File: config.mk
export PLATFORM = sky130hd
export DESIGN_NAME = laser_in_circle
export DESIGN_NICKNAME = d
export VERILOG_FILES = /design/src/rtl/laser_pkg.sv /design/src/rtl/laser_in_circle.sv
export SDC_FILE = /design/constraint.sdc
export NUM_CORES = 1
export LEC_CHECK = 0
export BUFFER_PORTS_ARGS = -buffer_cell sky130_fd_sc_hd__buf_2
export CAP_MARGIN = 30
export CORE_MARGIN = 2
export CORE_UTILIZATION = 60
export DETAILED_ROUTE_END_ITERATION = 7
export PLACE_DENSITY = 0.82
export REMOVE_ABC_BUFFERS = 1
export SLEW_MARGIN = 20
export SYNTH_ARGS = -nofsm -noshare
export SYNTH_HDL_FRONTEND = slang
export SYNTH_SLANG_ARGS = --single-unit
File: constraint.sdc
create_clock -name vclk -period 5.7
set_input_delay 0 -clock vclk [all_inputs]
set_output_delay 0 -clock vclk [all_outputs]
set_load 0.02 [all_outputs]
File: src/rtl/laser_pkg.sv
// Shared parameters and types for the LASER cover checker: point format,
// evaluator states and counter widths.
package laser_pkg;

  localparam int NUM_PTS   = 40;
  localparam int COORD_W   = 4;
  localparam int RADIUS_SQ = 16;
  localparam int CNT_W     = 6;
  localparam int IDX_W     = 6;
  localparam logic [IDX_W-1:0] LAST_IDX = IDX_W'(NUM_PTS - 1);

  typedef enum logic [1:0] {
    IDLE,
    EVAL,
    REPORT
  } evalState_e;

  typedef struct packed {
    logic [COORD_W-1:0] x;
    logic [COORD_W-1:0] y;
  } point_t;

endpackage

File: src/rtl/laser_in_circle.sv
// Combinational point-in-circle test: |px-cx|^2 + |py-cy|^2 <= RADIUS_SQ.
module laser_in_circle
  import laser_pkg::*;
(
  input  logic [COORD_W-1:0] px_i,
  input  logic [COORD_W-1:0] py_i,
  input  logic [COORD_W-1:0] cx_i,
  input  logic [COORD_W-1:0] cy_i,
  output logic               in_o
);

  localparam int SQ_W  = 2 * COORD_W;
  localparam int SUM_W = SQ_W + 1;

  logic [COORD_W-1:0] dx, dy;
  logic [SQ_W-1:0]    dxSq, dySq;
  logic [SUM_W-1:0]   sumSq;

  // Absolute differences keep everything unsigned; the 9-bit sum cannot overflow.
  always_comb begin
    dx    = (px_i >= cx_i) ? (px_i - cx_i) : (cx_i - px_i);
    dy    = (py_i >= cy_i) ? (py_i - cy_i) : (cy_i - py_i);
    dxSq  = {{COORD_W{1'b0}}, dx} * {{COORD_W{1'b0}}, dx};
    dySq  = {{COORD_W{1'b0}}, dy} * {{COORD_W{1'b0}}, dy};
    sumSq = {1'b0, dxSq} + {1'b0, dySq};
    in_o  = (sumSq <= SUM_W'(RADIUS_SQ));
  end

endmodule

==> flow_metrics.env <==
export IMPL_areaGrowthSynthToFinish_pct=9.67
export IMPL_postCtsHoldBufs=0
export IMPL_dp_hpwl_mm=2.61
export IMPL_startpoint_type="primary input"
export IMPL_start_util=0.638
export IMPL_final_nets=252
export IMPL_synth_avg_cell_area_um2=8.33
export IMPL_final_cell_area_um2=1560
export IMPL_core_um2=2230
export IMPL_grt_pass1_vias=1308
export IMPL_die_area_um2=2780
export IMPL_multiInputGateArea_um2=1260
export IMPL_die_h_um=52.7
export IMPL_ir_worst_vdd_mv=0.471
export IMPL_required_ns=5.70
export IMPL_grt_setup_unrepaired="no"
export IMPL_die_w_um=52.7
export IMPL_power_leakage_nw=0.837
export IMPL_ys_warn_count=0
export IMPL_ys_types=42
export IMPL_ant_nets=0
export IMPL_synth_cells=171
export IMPL_finalCritPeriodShare=0.949
export IMPL_io_pins=17
export IMPL_fillCellCount=188
export IMPL_rows=17
export IMPL_num_vias=1252
export IMPL_netlist_area_um2=1420
export IMPL_slew_headroom=0.658
export IMPL_drv_cap=0
export IMPL_maxSlewViolCount=0
export IMPL_drt_iter0_drc=12
export IMPL_grt_overflow=0
export IMPL_seq_cells=0
export IMPL_routed_wl_mm=2.90
export IMPL_setup_viol=0
export IMPL_clock_buffers=0
export IMPL_wire_per_inst_um=13.4
export IMPL_yosys_top_cells_area="ha_1 27%, fa_1 21%, inv_1 11%, a21oi_1 2.8%, o21ai_0 2.1%"
export IMPL_fmax_ghz=0.185
export IMPL_setup_tns_ns=0
export IMPL_worst_pin_slew_ns=0.501
export IMPL_crit_fanout=5
export IMPL_via_per_inst=5.80
export IMPL_place_port_buffers=17
export IMPL_drc=0
export IMPL_cts_resized=0
export IMPL_num_antenna_cells=0
export IMPL_power_density_nw_per_um2=384
export IMPL_synth_top_area_cell="ha_1"
export IMPL_synth_seq_area_share=0
export IMPL_critPathKind="in -> out"
export IMPL_min_period_ns=5.41
export IMPL_antenna_found_initial=0
export IMPL_register_area_um2=0
export IMPL_hp_class="in -> out"
export IMPL_first_pass_iters=4
export IMPL_hold_violations=0
export IMPL_grt_pass1_wl_mm=5.19
export IMPL_cts_setup_buffers=0
export IMPL_synth_top_area_share=0.272
export IMPL_status="finished, final reports clean"
export IMPL_cp_data_arrival_time_ns=5.41
export IMPL_dpl_cell_area_um2=1540
export IMPL_endpoint_kind="output pin"
export IMPL_grt_max_degree=10
export IMPL_grtUsageTotal=0.245
export IMPL_gp_congestion=0.786
export IMPL_drive_gt1_frac=0.170
## logic make-up after synthesis
family | synth area share
simple gates | 0.113
compound gates | 0.241
mux | 0.0325
buf+inv | 0.124
xor+xnor | 0.00615
fa+ha+maj | 0.483
## worst max-delay path, stage by stage
cell and delay (ns):
buf_2 0.10, inv_1 0.05, ha_1 0.15, inv_1 0.06
fa_2 0.38, a21oi_4 0.15, o21bai_1 0.12, or4_4 0.53
a31o_1 0.26, fa_1 0.55, fa_1 0.44, fa_1 0.55
inv_1 0.06, fa_1 0.49, ha_1 0.25, inv_1 0.08
fa_1 0.21, nor2b_1 0.06, o21a_1 0.17, or3_1 0.30
a221oi_1 0.25, buf_2 0.20
## Yosys cell counts (all sizes together), types with 2 or more instances
cell and instances:
nor2 8, nand3b 2, a221oi 3, a211oi 6
ha 31, o211ai 4, nand2 5, o21a 2
a31oi 2, mux2 2, nor2b 2, fa 15
a21oi 9, nand2b 4, inv 43, a31o 2
a21o 3, o21ai 6, nand3 3, mux2i 2
## metal layers
layer	GRT usage	routed length [um]	vias up
li1	-	-	625
met3	0.00286	50	10
met1	0.283	1220	589
met5	0	0	-
met2	0.477	1520	28
met4	0.0812	103	0
## placed cells by master, fill, tap and decap left out, types with 3 or more instances in the layout
master,count
inv_1,43
ha_1,31
buf_2,17
fa_1,13
nor2_1,8
a21oi_1,8
o21ai_0,6
o211ai_1,4
nand2_1,4
nand2b_1,4
nand3_1,3
a21o_1,3
a221oi_1,3
a211oi_1,3
## where the power goes
part           internal, mW  total, mW  switching [mW]
logic                 0.271      0.600           0.329
clock network             0          0               0
registers                 0          0               0
## worst paths after layout
| kind | start | endpoint | depth (start not counted) |
|---|---|---|---|
| max | py_i[0] | in_o | 22 |
| min | cx_i[0] | in_o | 7 |
## through the flow
step / utilization / cells / setup slack (ns) / hold WS (ns) / power, mW
after floorplan: - / 169 / 0.458 / 0.598 / 0.445
final: 0.699 / 216 / 0.289 / 0.914 / 0.600
after detailed placement: 0.691 / 216 / 0.205 / 0.919 / 0.587
after CTS: 0.691 / 216 / 0.181 / 0.923 / 0.590
after global routing: 0.699 / 216 / 0.00780 / 1.01 / 0.692
after global placement: 0.691 / 216 / 0.314 / 0.900 / 0.547
## cell type report
type | count | area share
Tap cell | 28 | 0.0224
Inverter | 43 | 0.103
Multi-Input combinational cell | 126 | 0.810
Timing Repair Buffer | 19 | 0.0641
No activity file was read; power rests on OpenSTA's default activity.
